**src/rtl/du_pkg.sv**
```systemverilog
// rtl/du_pkg.sv - shared debug-unit constants: serializer state encoding, UART byte width, byte-count helper
package du_pkg;

    localparam int NB_BYTE_DEF = 8;

    localparam logic [1:0] ST_IDLE  = 2'd0;
    localparam logic [1:0] ST_SEND  = 2'd1;
    localparam logic [1:0] ST_CKSUM = 2'd2;
    localparam logic [1:0] ST_DONE  = 2'd3;

    // Also sizes the debug unit's RX/TX loops, so keep it a plain function.
    function automatic int du_n_bytes(input int nb_data, input int nb_byte);
        return (nb_data + nb_byte - 1) / nb_byte;
    endfunction

endpackage

```
**src/rtl/du_latch_serializer.sv**
```systemverilog
// rtl/du_latch_serializer.sv - captures the pipeline latch vector and streams it LSB byte first to the UART TX FIFO
// Optional trailing XOR checksum byte when DU_SER_CHECKSUM_EN is defined.
module du_latch_serializer
    import du_pkg::*;
#(
    parameter int NB_DATA = 341,
    parameter int NB_BYTE = NB_BYTE_DEF
) (
    input  logic               i_clk,
    input  logic               i_reset,
    input  logic               i_start,
    input  logic [NB_DATA-1:0] i_data,
    input  logic               i_byte_ready,
    output logic [NB_BYTE-1:0] o_byte,
    output logic               o_byte_valid,
    output logic               o_busy,
    output logic               o_done
);

    localparam int N_BYTES  = du_n_bytes(NB_DATA, NB_BYTE);
    localparam int NB_SHIFT = N_BYTES * NB_BYTE;
    localparam int NB_CNT   = (N_BYTES > 1) ? $clog2(N_BYTES) : 1;
    localparam logic [NB_CNT-1:0] CNT_LAST = NB_CNT'(N_BYTES - 1);

    logic [1:0]          state_q, state_d;
    logic [NB_SHIFT-1:0] shift_q, shift_d;
    logic [NB_CNT-1:0]   cnt_q, cnt_d;
`ifdef DU_SER_CHECKSUM_EN
    logic [NB_BYTE-1:0]  xor_q, xor_d;
`endif

    always_comb begin
        state_d      = state_q;
        shift_d      = shift_q;
        cnt_d        = cnt_q;
`ifdef DU_SER_CHECKSUM_EN
        xor_d        = xor_q;
`endif
        o_byte_valid = 1'b0;
        o_byte       = '0;
        o_busy       = (state_q != ST_IDLE);
        o_done       = (state_q == ST_DONE);

        case (state_q)
            ST_IDLE: begin
                if (i_start) begin
                    state_d = ST_SEND;
                    shift_d = NB_SHIFT'(i_data);
                    cnt_d   = '0;
`ifdef DU_SER_CHECKSUM_EN
                    xor_d   = '0;
`endif
                end
            end
            ST_SEND: begin
                o_byte_valid = 1'b1;
                o_byte       = shift_q[NB_BYTE-1:0];
                if (i_byte_ready) begin
                    shift_d = shift_q >> NB_BYTE;
`ifdef DU_SER_CHECKSUM_EN
                    xor_d   = xor_q ^ shift_q[NB_BYTE-1:0];
`endif
                    // Terminal compare ends SEND, so the counter never wraps.
                    if (cnt_q == CNT_LAST) begin
`ifdef DU_SER_CHECKSUM_EN
                        state_d = ST_CKSUM;
`else
                        state_d = ST_DONE;
`endif
                    end else begin
                        cnt_d = cnt_q + 1'b1;
                    end
                end
            end
`ifdef DU_SER_CHECKSUM_EN
            ST_CKSUM: begin
                o_byte_valid = 1'b1;
                o_byte       = xor_q;
                if (i_byte_ready) begin
                    state_d = ST_DONE;
                end
            end
`endif
            ST_DONE: begin
                state_d = ST_IDLE;
            end
            default: begin
                state_d = ST_IDLE;
            end
        endcase
    end

    always_ff @(posedge i_clk or negedge i_reset) begin
        if (!i_reset) begin
            state_q <= ST_IDLE;
            shift_q <= '0;
            cnt_q   <= '0;
`ifdef DU_SER_CHECKSUM_EN
            xor_q   <= '0;
`endif
        end else begin
            state_q <= state_d;
            shift_q <= shift_d;
            cnt_q   <= cnt_d;
`ifdef DU_SER_CHECKSUM_EN
            xor_q   <= xor_d;
`endif
        end
    end

endmodule

```
**config.mk**
```make
export PLATFORM = sky130hd
export DESIGN_NAME = du_latch_serializer
export DESIGN_NICKNAME = d
export VERILOG_FILES = /design/src/rtl/du_pkg.sv /design/src/rtl/du_latch_serializer.sv
export SDC_FILE = /design/constraint.sdc
export NUM_CORES = 1
export LEC_CHECK = 0
export CAP_MARGIN = 0
export CORE_ASPECT_RATIO = 0.75
export CORE_MARGIN = 4
export CORE_UTILIZATION = 40
export CTS_CLUSTER_DIAMETER = 200
export DETAILED_ROUTE_END_ITERATION = 6
export PLACE_DENSITY_LB_ADDON = 0.12
export SLEW_MARGIN = 20
export SYNTH_ARGS = -nofsm -noshare
export SYNTH_HDL_FRONTEND = slang
export SYNTH_SLANG_ARGS = --single-unit
```
**constraint.sdc**
```tcl
create_clock -name i_clk -period 1.8 [get_ports i_clk]
set_input_delay 0.36 -clock i_clk [delete_from_list [all_inputs] [get_ports i_clk]]
set_output_delay 0.36 -clock i_clk [all_outputs]
set_load 0.01 [all_outputs]
```
=== Word level (Yosys, flattened, before mapping) ===
Index checks and enable logic that the tools add are counted.
W data, S select, Z words.

* Mux-type cells: 13
* Add/sub/neg operators: 1
* Reductions and logical operators: 6
* Equal/unequal tests: 7

{| class="wikitable"
|+ Operators with widths
! cell !! count
|-
| $mux W344 || 2
|-
| $pmux W344 S2 || 1
|-
| $mux W6 || 3
|-
| $pmux W6 S2 || 1
|-
| $mux W8 || 1
|-
| $ne A2 B2 Y1 const B || 4
|-
| $add A6 B1 Y6 const B || 1
|-
| $eq A6 B6 Y1 const B || 1
|-
| $mux W2 || 3
|-
| $reduce_and A3 Y1 || 2
|-
| $pmux W2 S2 || 1
|-
| $reduce_and A4 Y1 || 1
|-
| $reduce_bool A2 Y1 || 2
|-
| $eq A2 B1 Y1 const B || 1
|-
| $eq A2 B2 Y1 const B || 1
|-
| $logic_not A2 Y1 || 1
|-
| $mux W1 || 1
|}

* Bits in registers: 352
* Output and inout port bits: 11
* Word-level logic and storage cells: 30
* Bits of input ports: 345

=== Longest topological paths before layout ===
Gate-level depths: netlist of run 1.

* Depth after elaboration: 4
* Mapped depth: 7
* Mapped depth without buffers: 6

=== Least setup slack after synthesis of run 1 ===
No wires, ideal clock.

* Kind: reg2out
* From: register state_q[1]
* To: output o_byte[0]
* Buffers on the path: 2
* Data arrival time: 1.271 ns
* Required time: 1.440 ns
* Stages on the path, launching flop included: 6
* Slack: 0.169 ns
* Path through: dfrtp_1 nand2b_1 buf_2 inv_2 clkbuf_1 and2_1

* Word-level cells in the longest chain between the ends: 2

{| class="wikitable"
|+ Ends and longest elaborated chain
! item !! RTL line !! source
|-
| start: declaration || du_latch_serializer.sv:25 || <nowiki>logic [1:0] state_q, state_d;</nowiki>
|-
| start signal: assignment || du_latch_serializer.sv:102 || <nowiki>state_q <= state_d;</nowiki>
|-
| $eq A2 B1 Y1 || du_latch_serializer.sv:44 || <nowiki>case (state_q)</nowiki>
|-
| $mux W8 || du_latch_serializer.sv:44 ||
|-
| end: declaration || du_latch_serializer.sv:14 || <nowiki>output logic [NB_BYTE-1:0] o_byte,</nowiki>
|}

Every way passes these cells.

=== Worst setup path in the final report of run 1 ===
* From: register state_q[0]
* To: register shift_q[79]

* Word-level cells in the longest chain between the ends: 3
* Elaborated cells between the ends (all ways): 7
* Those cells by class: 3 x eq/ne; 1 x mux; 3 x reduce/logical

{| class="wikitable"
|+ Ends and longest elaborated chain
! item !! RTL line !! source
|-
| $eq A2 B1 Y1 / $logic_not A2 Y1 (equally long branches) || du_latch_serializer.sv:44 ||
|-
| $ne A2 B2 Y1 (no source line) / $reduce_bool A2 Y1 (equally long branches) || - ||
|-
| $reduce_and A3 Y1 (no source line) || - ||
|-
| end signal: assignment || du_latch_serializer.sv:103 || <nowiki>shift_q <= shift_d;</nowiki>
|-
| end: declaration || du_latch_serializer.sv:26 || <nowiki>logic [NB_SHIFT-1:0] shift_q, shift_d;</nowiki>
|}

Parallel ways exist; a longest one is shown, timed or not.
A chain may end at the register's enable or synchronous reset.

==> flow_metrics.py, run 1 <==
metrics = {
    "critical_path": {
        "cp.arrival_ns": 2.25,
        "cp_max_fo": 10,
        "worstRegToRegCells": 8,
        "rr_endpoint": "shift_q[79]$_DFFE_PN0P_",
        "endpoint": "shift_q[79]$_DFFE_PN0P_",
        "critical_path_required_ns": 2.23,
        "critPathBufInv": 4,
        "end_kind": "flop",
        "crit_family": "buffers and inverters",
        "crit_chain": "buf_4, mux2i_2, nor2_4, buf_12, clkbuf_16, clkbuf_16, nor2_1, a31oi_1",
        "slowest_delay_ns": 0.44,
        "cp_slowest_cell": "dfrtp_2",
        "path_class": "flop to flop",
        "cp_common_cell": "clkbuf_16",
        "regToRegSetupSlack_ns": -0.01,
        "r2r-start": "state_q[0]$_DFFE_PN0P_",
        "critPathLaunch": "state_q[0]$_DFFE_PN0P_",
        "cp_num_cells": 8,
        "cp-start-kind": "flop",
    },
    "synth": {
        "syn_inst": 1891,
        "synth_area_leaders": "dfrtp_1 55%, nand2_1 16%, a31oi_1 13%",
        "ys.flop_type": "dfrtp_1",
        "ys_ff_latch": 349,
        "synth-edff-count": 0,
        "syn_area_sq_um": 15750,
        "synth_warnings": 0,
        "synthArstFlopShare_pct": 100.0,
        "yosysTopAreaCell": "dfrtp_1",
        "yosysUniqueCellTypes": 29,
        "synth.avg_cell_area_sq_um": 8.330,
        "synth_nets": 2238,
        "synth_seq_area_share_pct": 55.45,
        "synth_top_area_share_pct": 55.45,
    },
    "layout": {
        "regArea_sq_um": 8735,
        "multi_input_area_sq_um": 6232,
        "final_common_cell": "nand2_1",
        "layout_common_cells": "669 x nand2_1, 348 x dfrtp_1, 343 x clkdlybuf4s50_1",
        "syn2layout_area_growth_pct": 38.60,
        "final_util_pct": 56.62,
        "finalNonFillerCells": 2763,
        "fill_cells": 3465,
        "layout-drive-gt1-share_pct": 7.432,
        "fin_nets": 2566,
    },
    "global_routing": {
        "busiest_layer": "met2",
        "antenna_found_initial": 6,
        "grt_pass1_wl_microns": 74760,
        "grtUsageTotal_pct": 21.13,
        "use_met1_pct": 31.05,
        "use_met3_pct": 4.075,
        "grt_max_degree": 109,
        "use_met2_pct": 32.47,
        "grt-ovfl-total": 0,
        "first_global_vias": 14090,
    },
    "floorplanning": {
        "die_w_microns": 237.1,
        "core_sq_um": 38550,
        "rows": 62,
        "start_util_pct": 40.85,
        "die_h_microns": 179.9,
        "die_area_sq_um": 42650,
        "io_pins": 356,
    },
    "routing": {
        "drcViolationCount": 0,
        "first_pass_iters": 5,
        "drt-initial-drc-count": 1069,
        "drtAntennaViolNets": 0,
        "vias": 14580,
        "wire_per_inst_microns": 18.07,
        "routed_wirelength_microns": 49920,
        "viasPerCell": 5.278,
    },
    "sta": {
        "min_period_over_period_pct": 100.8,
        "fin_skew_ns": 0.01416,
        "maxSlewViolCount": 0,
        "max-slew-margin-rel_pct": 58.46,
        "whs_ns": 0.2809,
        "fmax_ghz": 0.5511,
        "hold_viol_final": 0,
        "setup_ws_ns": -0.01467,
        "finalCriticalPeriod_ns": 1.815,
        "rsz0062_at_grt": "true",
        "tightest_slew_ns": 0.6208,
        "setup_viol": 2,
    },
    "clocking": {
        "cts_max_level": 2,
        "cts_tree": "yes",
        "cts_buffer_depth": 3,
        "cts_buffers": 37,
        "clk_latency_ns": 0.54,
        "clockRootBuffer": "clkbuf_16",
        "clk_pin_slew_ns": 0.06,
        "clock-sinks": 349,
    },
    "pwr": {
        "p_clk_share_pct": 36.8,
        "max-vdd-ir-drop_mv": 0.6502,
        "p_int_mw": 15.34,
        "combPwrFrac_pct": 16.0,
        "switchingPower_mw": 5.530,
        "sw_frac_of_total_pct": 26.49,
        "pwr-share-seq_pct": 47.2,
        "power_density_nw_per_um2": 956.2,
        "p_leak_nw": 9.406,
    },
    "worst_hold_path": {
        "hp-class": "input port to asynchronous set/reset pin",
    },
    "flow_run": {
        "drv_cap": 0,
    },
    "outcome": {
        "status": "complete, but fails checks",
        "violations": "setup timing",
    },
    "place": {
        "globalplace.congestion": 0.8132,
        "place_ws_ns": -0.2063,
        "dp.cells": 2663,
        "dpl.hpwl_microns": 32170,
        "port_buffers": 355,
    },
}
synthesized netlist by cell type (2+ instances only):
cell type / n
o21ai_1: 2
o31ai_1: 2
nand2_1: 669
nand2b_1: 3
buf_2: 105
dfrtp_1: 349
o21ai_0: 3
buf_4: 25
a22o_1: 8
clkbuf_1: 21
a31oi_1: 333
and2_1: 11
ha_1: 2
nor2_1: 337
nand3_1: 5
inv_1: 3
per-stage QoR:
step	total power, mW	TNS, ns	cell area (sq um)
after floorplan	11.48	0	15750
after global placement	13.08	-33.48	19960
after detailed placement	13.18	-43.32	19960
after CTS	20.91	-0.07978	21190
after global routing	21.99	-4.024	21830
final	20.87	-0.02411	21830
layer usage:
metal | vias to the layer above | wire length, microns
li1 | 6975 | -
met1 | 7116 | 22560
met2 | 426 | 23430
met3 | 62 | 3052
met4 | 4 | 844
met5 | - | 32
cells by family (layout without fill, tap and decap cells):
group                      after synthesis  after routing  synth area share [%]
and+or+nand+nor                       1032           1032                 25.05
AOI/OAI and AO/OA                      352            352                 14.16
DFF                                    349            349                 55.45
buffers and inverters                  155            511                 5.123
adders and majority gates                2              2                0.1588
muxes                                    1              1               0.06355
other                                    0              4                     0
cell type report:
class	count	share of cell area, %
flip-flops and latches	349	40.01
multi-input cells	1387	28.55
repair buffers	440	22.79
clock buffers	54	5.095
well taps	512	2.934
clock inverters	13	0.4700
inverters	4	0.1032
diodes	4	0.04585
how the worst min path moves through the flow:
stage                        from  cells past startpoint                      end  slack, ns
final                     i_reset                      2  shift_q[31]$_DFFE_PN0P_       0.28
after global routing      i_reset                      2  shift_q[31]$_DFFE_PN0P_       0.29
after CTS                 i_reset                      2  shift_q[31]$_DFFE_PN0P_       0.28
after detailed placement  i_reset                      1  shift_q[31]$_DFFE_PN0P_       0.24
after global placement    i_reset                      1  shift_q[31]$_DFFE_PN0P_       0.24
after floorplan           i_reset                      0     cnt_q[0]$_DFFE_PN0P_       0.06
state kept, by name, indices dropped and copies added (netlist names):
| signal | cells |
|---|---|
| shift_q | 341 |
| state_q | 2 |
| cnt_q | 6 |
power groups by stage:
stage / combinational (mW) / clock [mW] / sequential, mW
2_1_floorplan: 1.75 / 0 / 9.73
3_3_place_gp: 3.15 / 0 / 9.92
3_5_place_dp: 3.22 / 0 / 9.96
4_1_cts: 3.21 / 7.86 / 9.84
5_1_grt: 3.77 / 8.22 / 10.0
6_report: 3.34 / 7.68 / 9.85
repair_timing:
action / in CTS / in global routing
hold buffers: 1 / 0
gates resized for setup: 49 / 26
hold endpoints to repair: 111 / 0
endpoints found under the setup margin: 11 / 329
cloned: 0 / 18
buffers inserted: 3 / 7
pin swaps: 0 / 29
worst register-to-register path, stage by stage (launching register included):
cell and delay [ns]:
dfrtp_2 0.44, buf_4 0.16, mux2i_2 0.17, nor2_4 0.21
buf_12 0.17, clkbuf_16 0.18, clkbuf_16 0.17, nor2_1 0.04
a31oi_1 0.17
Note: power is estimated with default switching activity, not from simulation.
==> run 2, diff against run 1 <==
--- a/config.mk
+++ b/config.mk
@@ -12,7 +12,7 @@
 export CTS_CLUSTER_DIAMETER = 200
 export DETAILED_ROUTE_END_ITERATION = 6
 export PLACE_DENSITY_LB_ADDON = 0.12
-export SLEW_MARGIN = 20
+export REMOVE_ABC_BUFFERS = 1
 export SYNTH_ARGS = -nofsm -noshare
 export SYNTH_HDL_FRONTEND = slang
 export SYNTH_SLANG_ARGS = --single-unit
==> flow_metrics.py, run 2 (synthesis results as in run 1) <==
metrics = {
    "routing": {
        "drcViolationCount": 0,
        "wl_met3_microns": 2693,
        "dr_wl_met2_microns": 22500,
        "routed.top_layer": "met5",
        "m1WireLength_microns": 23180,
        "viasPerCell": 5.159,
        "drt-initial-drc-count": 1000,
        "first_pass_iters": 5,
        "drtAntennaViolNets": 0,
        "wire_per_inst_microns": 17.63,
        "vias": 14420,
        "routed_wirelength_microns": 49270,
    },
    "sta": {
        "fin_skew_ns": 0.01549,
        "min_period_over_period_pct": 105.0,
        "maxSlewViolCount": 0,
        "setup_ws_ns": -0.09006,
        "tightest_slew_ns": 0.5452,
        "hold_viol_final": 0,
        "fmax_ghz": 0.5291,
        "finalCriticalPeriod_ns": 1.890,
        "rsz0062_at_grt": "true",
        "setup_viol": 205,
        "max-slew-margin-rel_pct": 63.52,
    },
    "critical_path": {
        "path_class": "flop to primary output",
        "worstRegToRegCells": 9,
        "end_kind": "primary output",
        "cp-start-kind": "flop",
        "cp_max_fo": 10,
        "regToRegSetupSlack_ns": -0.09,
        "rr_endpoint": "shift_q[3]$_DFFE_PN0P_",
        "r2r-start": "state_q[0]$_DFFE_PN0P_",
        "critical_path_required_ns": 1.44,
        "cp.arrival_ns": 1.53,
    },
    "clocking": {
        "cts_buffers": 37,
        "clock-sinks": 349,
        "clk_latency_ns": 0.52,
        "clockRootBuffer": "clkbuf_16",
        "cts_tree": "yes",
        "cts_max_level": 2,
        "cts_buffer_depth": 3,
        "clk_pin_slew_ns": 0.06,
    },
    "layout": {
        "fill_cells": 3450,
        "layout_common_cells": "668 x nand2_1, 349 x dfrtp_1, 343 x clkdlybuf4s50_1",
        "layout-drive-gt1-share_pct": 9.155,
        "multi_input_area_sq_um": 6266,
        "fin_nets": 2601,
        "largest_registers": "shift_q (341), cnt_q (6), state_q (2)",
        "final_common_cell": "nand2_1",
        "regArea_sq_um": 8733,
        "syn2layout_area_growth_pct": 42.23,
        "largest_register_ffs": 341,
        "num_antenna_cells": 0,
        "top_register": "shift_q",
    },
    "flow_run": {
        "drv_cap": 0,
    },
    "pwr": {
        "p_leak_nw": 9.691,
        "power.total_mw": 21.15,
        "power_density_nw_per_um2": 944.3,
        "max-vdd-ir-drop_mv": 0.6509,
    },
    "place": {
        "dpl.hpwl_microns": 30860,
        "port_buffers": 355,
        "place_ws_ns": -0.2050,
        "globalplace.congestion": 0.8153,
    },
    "floorplanning": {
        "start_util_pct": 40.85,
        "core_sq_um": 38550,
        "die_area_sq_um": 42650,
        "die_h_microns": 179.9,
        "die_w_microns": 237.1,
        "rows": 62,
        "io_pins": 356,
    },
    "global_routing": {
        "grt-ovfl-total": 0,
        "grtUsageTotal_pct": 20.20,
        "antenna_found_initial": 1,
        "grt_pass1_wl_microns": 71040,
        "grt_max_degree": 87,
        "first_global_vias": 13480,
    },
    "outcome": {
        "violations": "setup timing",
        "status": "complete, but fails checks",
    },
    "worst_hold_path": {
        "hp-class": "input port to asynchronous set/reset pin",
    },
}
## run 2: what timing repair did
action	4_1_cts	5_1_grt
endpoints found under the setup margin	11	244
setup buffers	3	19
cloned	3	24
endpoints found under the hold margin	25	0
gates resized for setup	61	62
pin swaps	0	5
hold buffers	1	0
## run 2: area by class of cell
type / count / share of cell area [%]
clock buffers: 54 / 4.920
clock inverters: 14 / 0.7763
inverters: 4 / 0.1229
multi-input cells: 1387 / 27.97
flip-flops and latches: 349 / 38.98
well taps: 512 / 2.860
repair buffers: 474 / 24.33
repair inverters: 1 / 0.03910
## run 2: worst max path at each step
stage | startpoint | to | slack [ns] | cells after the start
detailed placement | i_start | shift_q[3]$_DFFE_PN0P_ | -0.20 | 7
finish | state_q[0]$_DFFE_PN0P_ | o_byte[3] | -0.09 | 5
CTS | state_q[0]$_DFFE_PN0P_ | o_byte[3] | -0.12 | 5
floorplan | state_q[0]$_DFFE_PN0P_ | cnt_q[5]$_DFFE_PN0P_ | -12.65 | 4
global route | state_q[0]$_DFFE_PN0P_ | shift_q[76]$_DFFE_PN0P_ | -0.16 | 9
global placement | i_start | shift_q[152]$_DFFE_PN0P_ | -0.13 | 7
## run 2: power breakdown
part / internal (mW) / switching [mW]
registers: 9.10 / 0.710
logic: 1.84 / 1.48
clock network: 4.84 / 3.19
total: 15.8 / 5.38
## run 2: critical path, stage by stage, from the launching register on
cell      delay, ns
dfrtp_1        0.39
buf_6          0.13
nand2b_4       0.12
inv_12         0.06
and2_1         0.16
buf_2          0.13
## run 2: layer usage
| layer | global-route usage [%] | vias up |
|---|---|---|
| li1 | - | 7045 |
| met1 | 29.71 | 6911 |
| met2 | 31.17 | 407 |
| met3 | 3.860 | 54 |
| met4 | 4.715 | 2 |
| met5 | 0 | - |
## run 2: through the flow
| stage | instances | instance area, sq um | utilization [%] | hold slack [ns] | TNS (ns) |
|---|---|---|---|---|---|
| floorplan | 1740 | 14960 | - | 0.06441 | -4345.26 |
| global placement | 2678 | 19990 | 51.84 | 0.2689 | -25.49 |
| detailed placement | 2678 | 19990 | 51.84 | 0.2696 | -37.15 |
| CTS | 2753 | 21400 | 55.49 | 0.2983 | -0.9975 |
| global route | 2795 | 22400 | 58.11 | 0.3370 | -24.03 |
| finish | 2795 | 22400 | 58.11 | 0.3211 | -6.330 |
